`config.mk`:
```
export PLATFORM = sky130hd
export DESIGN_NAME = tr_pulse_gen_flat
export DESIGN_NICKNAME = d
export VERILOG_FILES = /design/src/rtl/tr_pkg.sv /design/src/rtl/tr_pulse_gen_if.sv /design/src/rtl/tr_down_counter.sv /design/src/rtl/tr_pulse_gen.sv /design/src/flat_wrapper.sv
export SDC_FILE = /design/constraint.sdc
export NUM_CORES = 1
export LEC_CHECK = 0
export CORE_UTILIZATION = 30
export DETAILED_ROUTE_END_ITERATION = 16
export DONT_BUFFER_PORTS = 1
export MAX_ROUTING_LAYER = met4
export SLEW_MARGIN = 10
export SYNTH_ARGS = -nofsm -noshare
export SYNTH_HDL_FRONTEND = slang
export SYNTH_HIERARCHICAL = 1
export SYNTH_SLANG_ARGS = --single-unit
```
`constraint.sdc`:
```
create_clock -name clk -period 5.7 [get_ports clk]
set_input_delay 1.14 -clock clk [delete_from_list [all_inputs] [get_ports clk]]
set_output_delay 1.14 -clock clk [all_outputs]
set_load 0.03 [all_outputs]
```
`src/rtl/tr_pkg.sv`:
```
// Shared TR-domain definitions: sequencer state encoding, edge-history codes
// and the trigger qualification rule.
package tr_pkg;

   typedef logic [1:0] tr_state_t;

   localparam tr_state_t IDLE    = 2'd0;
   localparam tr_state_t DELAY   = 2'd1;
   localparam tr_state_t ACTIVE  = 2'd2;
   localparam tr_state_t HOLDOFF = 2'd3;

   // Edge history is {previous, current} of the filtered TR level.
   localparam logic [1:0] EDGE_FALL = 2'b10;
   localparam logic [1:0] EDGE_RIN  = 2'b01;

   // The current TR level must agree with the newest history bit, otherwise no edge.
   function automatic logic is_trigger(input logic [1:0] edge_hist,
                                       input logic       sel_rise,
                                       input logic       level);
      return (edge_hist == (sel_rise ? EDGE_RIN : EDGE_FALL)) && (edge_hist[0] == level);
   endfunction

endpackage

```
`src/rtl/tr_pulse_gen_if.sv`:
```
// Signal bundle between the TR synchronizer side and tr_pulse_gen.
// pulse_cnt exists only when TR_PULSE_COUNT_EN is defined.
interface tr_pulse_gen_if #(
   parameter int DLY_W = 16,
   parameter int WID_W = 16
);

   logic             tr;
   logic [1:0]       tr_edge;
   logic             trig_sel;
   logic [DLY_W-1:0] delay_cyc;
   logic [WID_W-1:0] width_cyc;
   logic             pulse_out;
   logic             busy;
   logic             missed;
`ifdef TR_PULSE_COUNT_EN
   logic [15:0]      pulse_cnt;
`endif

   modport master (
      output tr, tr_edge, trig_sel, delay_cyc, width_cyc,
`ifdef TR_PULSE_COUNT_EN
      input  pulse_cnt,
`endif
      input  pulse_out, busy, missed
   );

   modport slave (
      input  tr, tr_edge, trig_sel, delay_cyc, width_cyc,
`ifdef TR_PULSE_COUNT_EN
      output pulse_cnt,
`endif
      output pulse_out, busy, missed
   );

endinterface

```
`src/rtl/tr_down_counter.sv`:
```
// Loadable down counter that holds at zero; load has priority over decrement.
module tr_down_counter #(
   parameter int W = 16
) (
   input  logic         clk,
   input  logic         rst_n,
   input  logic         load_i,
   input  logic [W-1:0] load_val_i,
   input  logic         dec_i,
   output logic         zero_o
);

   logic [W-1:0] cnt_q;
   logic [W-1:0] cnt_d;

   always_comb begin
      cnt_d = cnt_q;
      if (load_i) begin
         cnt_d = load_val_i;
      end else if (dec_i && (cnt_q != '0)) begin
         cnt_d = cnt_q - W'(1);
      end
   end

   always_ff @(posedge clk or negedge rst_n) begin
      if (!rst_n) begin
         cnt_q <= '0;
      end else begin
         cnt_q <= cnt_d;
      end
   end

   assign zero_o = (cnt_q == '0);

endmodule

```
`src/rtl/tr_pulse_gen.sv`:
```
// TR trigger-to-pulse sequencer: edge -> delay -> gated pulse -> hold-off.
// Define TR_PULSE_COUNT_EN to add the completed-pulse counter (pulse_cnt).
module tr_pulse_gen
   import tr_pkg::*;
#(
   parameter int DLY_W    = 16,
   parameter int WID_W    = 16,
   parameter int HOLD_CYC = 4
) (
   input  logic          clk,
   input  logic          rst,
   tr_pulse_gen_if.slave bus
);

   localparam int              HLD_W    = (HOLD_CYC > 1) ? $clog2(HOLD_CYC) : 1;
   localparam logic [HLD_W-1:0] HLD_LOAD = HLD_W'(HOLD_CYC - 1);

   tr_state_t        state_q, state_d;
   logic             pulse_q, pulse_d;
   logic             missed_q, missed_d;
   logic             trig;
   logic             arm;
   logic             dly_dec, dly_zero;
   logic             wid_dec, wid_zero;
   logic             hld_load, hld_dec, hld_zero;
   logic [DLY_W-1:0] dly_init;

   assign trig     = is_trigger(bus.tr_edge, bus.trig_sel, bus.tr);
   // Delay and hold-off counters run to zero inclusive, so they load N-1 for N cycles.
   assign dly_init = bus.delay_cyc - DLY_W'(1);

   tr_down_counter #(.W(DLY_W)) u_dly_cnt (
      .clk        (clk),
      .rst_n      (rst),
      .load_i     (arm),
      .load_val_i (dly_init),
      .dec_i      (dly_dec),
      .zero_o     (dly_zero)
   );

   // The width counter also serves as the latched W until ACTIVE starts consuming it.
   tr_down_counter #(.W(WID_W)) u_wid_cnt (
      .clk        (clk),
      .rst_n      (rst),
      .load_i     (arm),
      .load_val_i (bus.width_cyc),
      .dec_i      (wid_dec),
      .zero_o     (wid_zero)
   );

   tr_down_counter #(.W(HLD_W)) u_hld_cnt (
      .clk        (clk),
      .rst_n      (rst),
      .load_i     (hld_load),
      .load_val_i (HLD_LOAD),
      .dec_i      (hld_dec),
      .zero_o     (hld_zero)
   );

   always_comb begin
      state_d  = state_q;
      pulse_d  = 1'b0;
      missed_d = trig && (state_q != IDLE);
      arm      = 1'b0;
      dly_dec  = 1'b0;
      wid_dec  = 1'b0;
      hld_load = 1'b0;
      hld_dec  = 1'b0;
      case (state_q)
         IDLE: begin
            if (trig) begin
               arm = 1'b1;
               if (bus.delay_cyc != '0) begin
                  state_d = DELAY;
               end else if (bus.width_cyc != '0) begin
                  state_d = ACTIVE;
               end else begin
                  state_d  = HOLDOFF;
                  hld_load = 1'b1;
               end
            end
         end
         DELAY: begin
            if (dly_zero) begin
               if (wid_zero) begin
                  state_d  = HOLDOFF;
                  hld_load = 1'b1;
               end else begin
                  state_d = ACTIVE;
               end
            end else begin
               dly_dec = 1'b1;
            end
         end
         ACTIVE: begin
            // First ACTIVE cycle only primes the registered output, hence W+1 cycles here.
            if (wid_zero) begin
               state_d  = HOLDOFF;
               hld_load = 1'b1;
            end else begin
               pulse_d = 1'b1;
               wid_dec = 1'b1;
            end
         end
         HOLDOFF: begin
            if (hld_zero) begin
               state_d = IDLE;
            end else begin
               hld_dec = 1'b1;
            end
         end
         default: state_d = IDLE;
      endcase
   end

   always_ff @(posedge clk or negedge rst) begin
      if (!rst) begin
         state_q  <= IDLE;
         pulse_q  <= 1'b0;
         missed_q <= 1'b0;
      end else begin
         state_q  <= state_d;
         pulse_q  <= pulse_d;
         missed_q <= missed_d;
      end
   end

   assign bus.pulse_out = pulse_q;
   assign bus.busy      = (state_q != IDLE);
   assign bus.missed    = missed_q;

`ifdef TR_PULSE_COUNT_EN
   logic [15:0] cnt_q;
   logic        cnt_inc;

   assign cnt_inc = (state_q == ACTIVE) && wid_zero;

   always_ff @(posedge clk or negedge rst) begin
      if (!rst) begin
         cnt_q <= '0;
      end else if (cnt_inc) begin
         cnt_q <= cnt_q + 16'd1;
      end
   end

   assign bus.pulse_cnt = cnt_q;
`endif

endmodule
```
`src/flat_wrapper.sv`:
```
// flat-port wrapper written by rule: the top's interface ports become plain ports
module tr_pulse_gen_flat import tr_pkg::*;
#(
   parameter int DLY_W    = 16,
   parameter int WID_W    = 16,
   parameter int HOLD_CYC = 4
)
  (clk, rst, bus_tr, bus_tr_edge, bus_trig_sel, bus_delay_cyc, bus_width_cyc, bus_pulse_out, bus_busy, bus_missed);
  tr_pulse_gen_if #(.DLY_W(DLY_W), .WID_W(WID_W)) bus_i ();
  input  logic clk;
  input  logic rst;
  input wire logic [$bits(bus_i.tr)-1:0] bus_tr;
  input wire logic [$bits(bus_i.tr_edge)-1:0] bus_tr_edge;
  input wire logic [$bits(bus_i.trig_sel)-1:0] bus_trig_sel;
  input wire logic [$bits(bus_i.delay_cyc)-1:0] bus_delay_cyc;
  input wire logic [$bits(bus_i.width_cyc)-1:0] bus_width_cyc;
  output wire logic [$bits(bus_i.pulse_out)-1:0] bus_pulse_out;
  output wire logic [$bits(bus_i.busy)-1:0] bus_busy;
  output wire logic [$bits(bus_i.missed)-1:0] bus_missed;
  assign bus_i.tr = bus_tr;
  assign bus_i.tr_edge = bus_tr_edge;
  assign bus_i.trig_sel = bus_trig_sel;
  assign bus_i.delay_cyc = bus_delay_cyc;
  assign bus_i.width_cyc = bus_width_cyc;
  assign bus_pulse_out = bus_i.pulse_out;
  assign bus_busy = bus_i.busy;
  assign bus_missed = bus_i.missed;
  tr_pulse_gen #(.DLY_W(DLY_W), .WID_W(WID_W), .HOLD_CYC(HOLD_CYC)) u_core (.clk(clk), .rst(rst), .bus(bus_i));
endmodule
```
==> metrics.txt, run 1 <==
design area=3140 um^2; mapped cell area=2920 um^2; setup ws final=2.57 ns; Die X=101 um; cell taking the most area after synthesis=dfrtp_1; Die ar.=around 10000 um^2; final net count=390; top-count cell post-synth=dfrtp_1; DP Area=roughly 3000 um^2; share of layout cells above drive strength 1=7.58%; #FFs+latches synth=38; Routability Congestion=0.894; row count=35; Setup crit end kind=flip-flop; H-tree depth=2; Tot GR Track Use=15.7%; Max stage delay cell, worst path=or4_1; FILL cells=960; fraction of registers with async set/reset=100%; Ports=41; # setup viols final=0; Skew-Pair Late Insertion Delay=just under 0.3 ns; largest net degree at the start of global routing=39; slew at the pin closest to its max-slew limit=roughly 0.76 ns; max_cap viols=0; Congestion Overflow GR=0; Starting Density=31.3%; Final Hold Viols=0; dpl hpwl=5.50 mm; Tcrit/Tclk final=55.0%; vias in the first global route=2522; register area=951 um^2; Critical Path, Cell by Cell=inv_1 > ha_1 > nor4b_1 > nand4_1 > inv_1 > nor2b_1 > nor4b_1 > nand2_1 > or4_1 > a31oi_1; Via-to-Cell Ratio=~5.4; clock sink count=38; area of the multi-input gates=1850 um^2; upper clock frequency limit=319 MHz; status=finished clean; Area Overhead vs Synth=7.46%; delay of the slowest critical-path stage=approximately 0.51 ns; Synth top cells by count=dfrtp_1, nor2_1, nand2_1, inv_1, a21oi_1; fin util=roughly 34%; number of enable flip-flop cells after synthesis=0; top post-synthesis cells by area=dfrtp_1, nor2_1, ha_1; initial antenna violation count=0; Wirelength per Cell=~16 um; critical path peak fanout=7; clock-pin slew on the worst setup and hold paths=0.08 ns; via count=2554; Post-Synthesis Cells=343; synth warn=6; first-pass GRT wire length=12.2 mm; Hold Slack=about 0.53 ns; Sum Neg Setup Slack=0 ns; Peak supply drop=0.117 mV; worst hold path type=in -> async; Startpoint Class=flip-flop; Post-CTS Setup Bufs=0; CP Class=reg -> reg; Post-Syn Area per Cell=approximately 8.5 um^2; unrepaired setup endpoints after global routing=false; Lkg Pwr=approximately 1.1 nW; antenna cell count=0; Final Skew=0.0105 ns; antenna-violating nets left=0; Max Slew Vio Count=0; Placement Setup Slack=2.57 ns; post_cts resized=0; final worst path period need=approximately 3.1 ns; Root Driver=clkbuf_8; # hold bufs at CTS=0; total length of routed wires=between 7 and 8 mm; top cell type's share of synthesized area=32.6%; Distinct cells, synth=51; arrival time worst endpoint=~3.4 ns; Pre-antenna DRT Iters=5; Worst Path Required=5.92 ns; IO Port Bufs=0; Num CTS Buffers=5; sequential cell area fraction in the yosys report=32.6%; Synth Flop Type=dfrtp_1; Slew headroom=49.3%; core area=9330 um^2; CTS tree=done; power per cell area=240 nW/um^2; Initial DRC Count=144; die span in y=101 um; Longest Clk Path Bufs=2; DR DRC count=0
==> registers in the layout (all words and copies together) (netlist names) <==
name	flops
u_core/u_dly_cnt/cnt_q	16
u_core/bus.pulse_out	1
u_core/u_wid_cnt/cnt_q	16
u_core/u_hld_cnt/cnt_q	2
u_core/bus.missed	1
u_core/state_q	2
==> per-stage QoR <==
stage	total power, mW	instances
4_1_cts	0.759	472
3_3_place_gp	0.546	464
3_5_place_dp	0.554	464
6_report	0.753	472
2_1_floorplan	0.509	344
5_1_grt	0.804	472
==> routing by layer <==
layer  track usage (%)  wire length [um]  vias to the layer above
li1                  -                 -                     1282
met1              21.1              3550                     1199
met2              24.6              3260                       67
met3              2.36               432                        6
met4              4.24                82                        0
met5                 -                 0                        -
==> power by group <==
group | internal, mW | leakage [nW] | switching, mW
logic | 0.0817 | 0.676 | 0.0880
clock network | 0.0975 | 0.0472 | 0.105
registers | 0.315 | 0.392 | 0.0663
total | 0.494 | 1.12 | 0.259
==> area by class of cell <==
type                            count  area share [%]
Clock buffer                        6            2.63
Multi-Input combinational cell    278            59.1
Sequential cell                    38            30.3
Timing Repair Buffer                1           0.239
Inverter                           18            2.15
Tap cell                          129            5.15
Clock inverter                      2           0.399
==> critical path: cells and delay by family (launching register included) <==
kind / cells / cell delay (ns)
and+or+nand+nor: 6 / 2.07
DFF: 1 / 0.37
adders and majority gates: 1 / 0.23
buffers and inverters: 2 / 0.21
AOI/OAI and AO/OA: 1 / 0.17
==> cells in the final DEF, fill, tap and decap left out, drive strengths merged, types with 2 or more instances in the layout <==
cell	netlist	routed
dfrtp	38	38
nor2	36	36
nand2	33	33
o21ai	20	20
inv	18	18
a21oi	15	15
nor3	15	15
nor4	14	14
a31oi	13	13
or4	12	12
nor2b	11	11
nand4	10	10
ha	10	10
xnor2	8	8
xor2	7	7
or3	7	7
or4b	7	7
clkbuf	8	6
and2	6	6
nand4b	6	6
o41ai	6	6
nand3	5	5
nor4b	5	5
mux2i	5	5
o31ai	4	4
mux2	3	3
and4bb	2	2
a2bb2oi	2	2
a22oi	2	2
o31a	2	2
conb	1	2
==> path summary, 6_finish.rpt <==
path | slack [ns] | to | start | cells past startpoint
setup reg to reg | 2.57 | u_core/u_wid_cnt/cnt_q[11]$_DFFE_PN0P_ | u_core/u_wid_cnt/cnt_q[0]$_DFFE_PN0P_ | 10
hold reg to reg | 0.60 | u_core/u_hld_cnt/cnt_q[1]$_DFFE_PN0P_ | u_core/u_hld_cnt/cnt_q[1]$_DFFE_PN0P_ | 2
max in group asynchronous | 5.08 | u_core/u_wid_cnt/cnt_q[14]$_DFFE_PN0P_ | rst | 0
hold / removal | 0.53 | u_core/u_dly_cnt/cnt_q[8]$_DFFE_PN0P_ | rst | 0
min in group clk | 0.60 | u_core/u_hld_cnt/cnt_q[1]$_DFFE_PN0P_ | u_core/u_hld_cnt/cnt_q[1]$_DFFE_PN0P_ | 2
setup / recovery | 2.57 | u_core/u_wid_cnt/cnt_q[11]$_DFFE_PN0P_ | u_core/u_wid_cnt/cnt_q[0]$_DFFE_PN0P_ | 10
==> cells by family (layout without fill, tap and decap cells) <==
| kind of cell | count (synthesis) | count (layout) | share of synthesized area [%] |
|---|---|---|---|
| compound gates | 71 | 71 | 16.9 |
| xor+xnor | 15 | 15 | 4.50 |
| fa+ha+maj | 10 | 10 | 4.29 |
| buf+inv | 28 | 27 | 4.12 |
| flops | 38 | 38 | 32.6 |
| mux | 8 | 8 | 2.87 |
| other cells | 1 | 2 | 0.129 |
| simple gates | 172 | 172 | 34.6 |
No activity file was read; power rests on OpenSTA's default activity.
==> run 2: changes to the inputs <==
Clock period 5.7 ns to 2.6 ns, I/O delays scaled along.
==> run 2 against run 1 <==
Effect of this change: via count is 4.8% higher; hold slack worse by 0.47 ns; sequential power is 120% higher; combinational power grew to 2.7 times the previous value; die area stayed put; core utilization is 2.9 points higher; clock-buffer cell count stayed put; critical path type unchanged; critical endpoint is now u_core/u_dly_cnt/cnt_q[8]$_DFFE_PN0P_; largest cell class unchanged.
==> metrics.txt, run 2 (same netlist as run 1, synthesis figures left out) <==
arrival time worst endpoint=2.70 ns; core area=9330 um^2; initial antenna violation count=0; DR DRC count=0; die span in y=101 um; Regs by FF count=u_core/u_dly_cnt/cnt_q (16), u_core/u_wid_cnt/cnt_q (16); via count=2676; Tot GR Track Use=16.5%; Die X=about 100 um; Worst Path Required=2.81 ns; Via-to-Cell Ratio=5.37; vias in the first global route=2629; Root Driver=clkbuf_8; Starting Density=31.3%; power per cell area=509 nW/um^2; Initial DRC Count=151; final net count=between 400 and 500; row count=35; Routability Congestion=0.893; antenna cell count=0; final worst path period need=roughly 2.5 ns; commonest non-fill, non-tap cell in the layout=dfrtp_1; # setup viols final=0; first-pass GRT wire length=12.8 mm; CP Class=reg -> reg; Final Hold Viols=0; slew at the pin closest to its max-slew limit=between 0.5 and 0.6 ns; share of layout cells above drive strength 1=~17%; IO Port Bufs=0; Wirelength per Cell=15.5 um; DP Area=3210 um^2; Die ar.=10100 um^2; Area Overhead vs Synth=16.9%; Slew headroom=65.6%; Skew-Pair Late Insertion Delay=~0.3 ns; H-tree depth=2; Ports=41; area of the multi-input gates=1910 um^2; max_cap viols=0; Pre-antenna DRT Iters=4; total power draw=between 1.5 and 2 mW; upper clock frequency limit=just over 400 MHz; unrepaired setup endpoints after global routing=true; final std cells w/o fill=498; fin util=36.6%; antenna-violating nets left=0; total length of routed wires=7.73 mm; register area=between 900 and 1000 um^2; Setup crit end kind=flip-flop; Num CTS Buffers=5; dpl hpwl=5.83 mm; worst hold path type=in -> async; Placement Setup Slack=about 0.0093 ns; Peak supply drop=0.241 mV; design area=3410 um^2; setup ws final=0.114 ns; Tcrit/Tclk final=95.6%; Max Slew Vio Count=0; status=finished clean; Sum Neg Setup Slack=0 ns; Final Skew=0.00882 ns; Congestion Overflow GR=0; largest net degree at the start of global routing=39; critical path peak fanout=7; Hold Slack=0.0595 ns; Placed Cells=486; clock-pin slew on the worst setup and hold paths=0.08 ns; most frequent cells in the layout=dfrtp_1, nor2_1, nand2_1; Longest Clk Path Bufs=2; Startpoint Class=flip-flop; clock sink count=38; CTS tree=done; Lkg Pwr=1.28 nW; FILL cells=950
[run 2: path summary, 6_finish.rpt]
kind                                                  startpoint                               endpoint  slack (ns)  cells past startpoint
max                        u_core/u_dly_cnt/cnt_q[0]$_DFFE_PN0P_  u_core/u_dly_cnt/cnt_q[8]$_DFFE_PN0P_        0.11                     10
min in group clk                                bus_width_cyc[4]  u_core/u_wid_cnt/cnt_q[4]$_DFFE_PN0P_        0.35                      2
max in group asynchronous                                    rst  u_core/u_wid_cnt/cnt_q[0]$_DFFE_PN0P_        2.34                      1
max reg2reg                u_core/u_dly_cnt/cnt_q[0]$_DFFE_PN0P_  u_core/u_dly_cnt/cnt_q[8]$_DFFE_PN0P_        0.11                     10
min                                                          rst  u_core/u_wid_cnt/cnt_q[8]$_DFFE_PN0P_        0.06                      1
min reg2reg                u_core/u_hld_cnt/cnt_q[0]$_DFFE_PN0P_  u_core/u_hld_cnt/cnt_q[0]$_DFFE_PN0P_        0.61                      2
[run 2: per-layer routing]
layer | up-vias | routed length, um | track usage, % | share of wire, %
met4 | 0 | 138 | 5.57 | 1.8
met3 | 10 | 418 | 3.05 | 5.4
met1 | 1266 | 3480 | 20.3 | 45
met2 | 68 | 3690 | 27.1 | 48
li1 | 1332 | - | - | -
met5 | - | 0 | - | 0
[run 2: critical path, cell delays in order, from the launching register on]
cell and delay (ns):
dfrtp_1 0.39, inv_1 0.09, ha_1 0.24, nor4b_2 0.20, nand4_1 0.16, inv_1 0.10
nor2b_4 0.14, and4bb_2 0.35, nand2_1 0.12, or4_1 0.47, a31oi_1 0.16
[run 2: power by group]
group	internal (mW)	total [mW]	switching [mW]
combinational	0.231	0.463	0.232
sequential	0.690	0.827	0.137
clock	0.214	0.444	0.230
total	1.14	1.73	0.599
[run 2: what timing repair did]
item                                    in CTS  in global routing
gates resized for setup                      3                 12
endpoints found under the setup margin       2                 23
pin swaps                                    0                  1
buffers inserted                             0                  3
hold buffers                                 1                  0
endpoints found under the hold margin       38                  0
[run 2: final cells by class]
type,instances,share of cell area (%)
Multi-Input combinational cell,278,56.1
Sequential cell,38,27.9
Timing Repair Buffer,27,6.42
Tap cell,129,4.73
Clock buffer,6,2.42
Inverter,18,1.98
Clock inverter,2,0.367
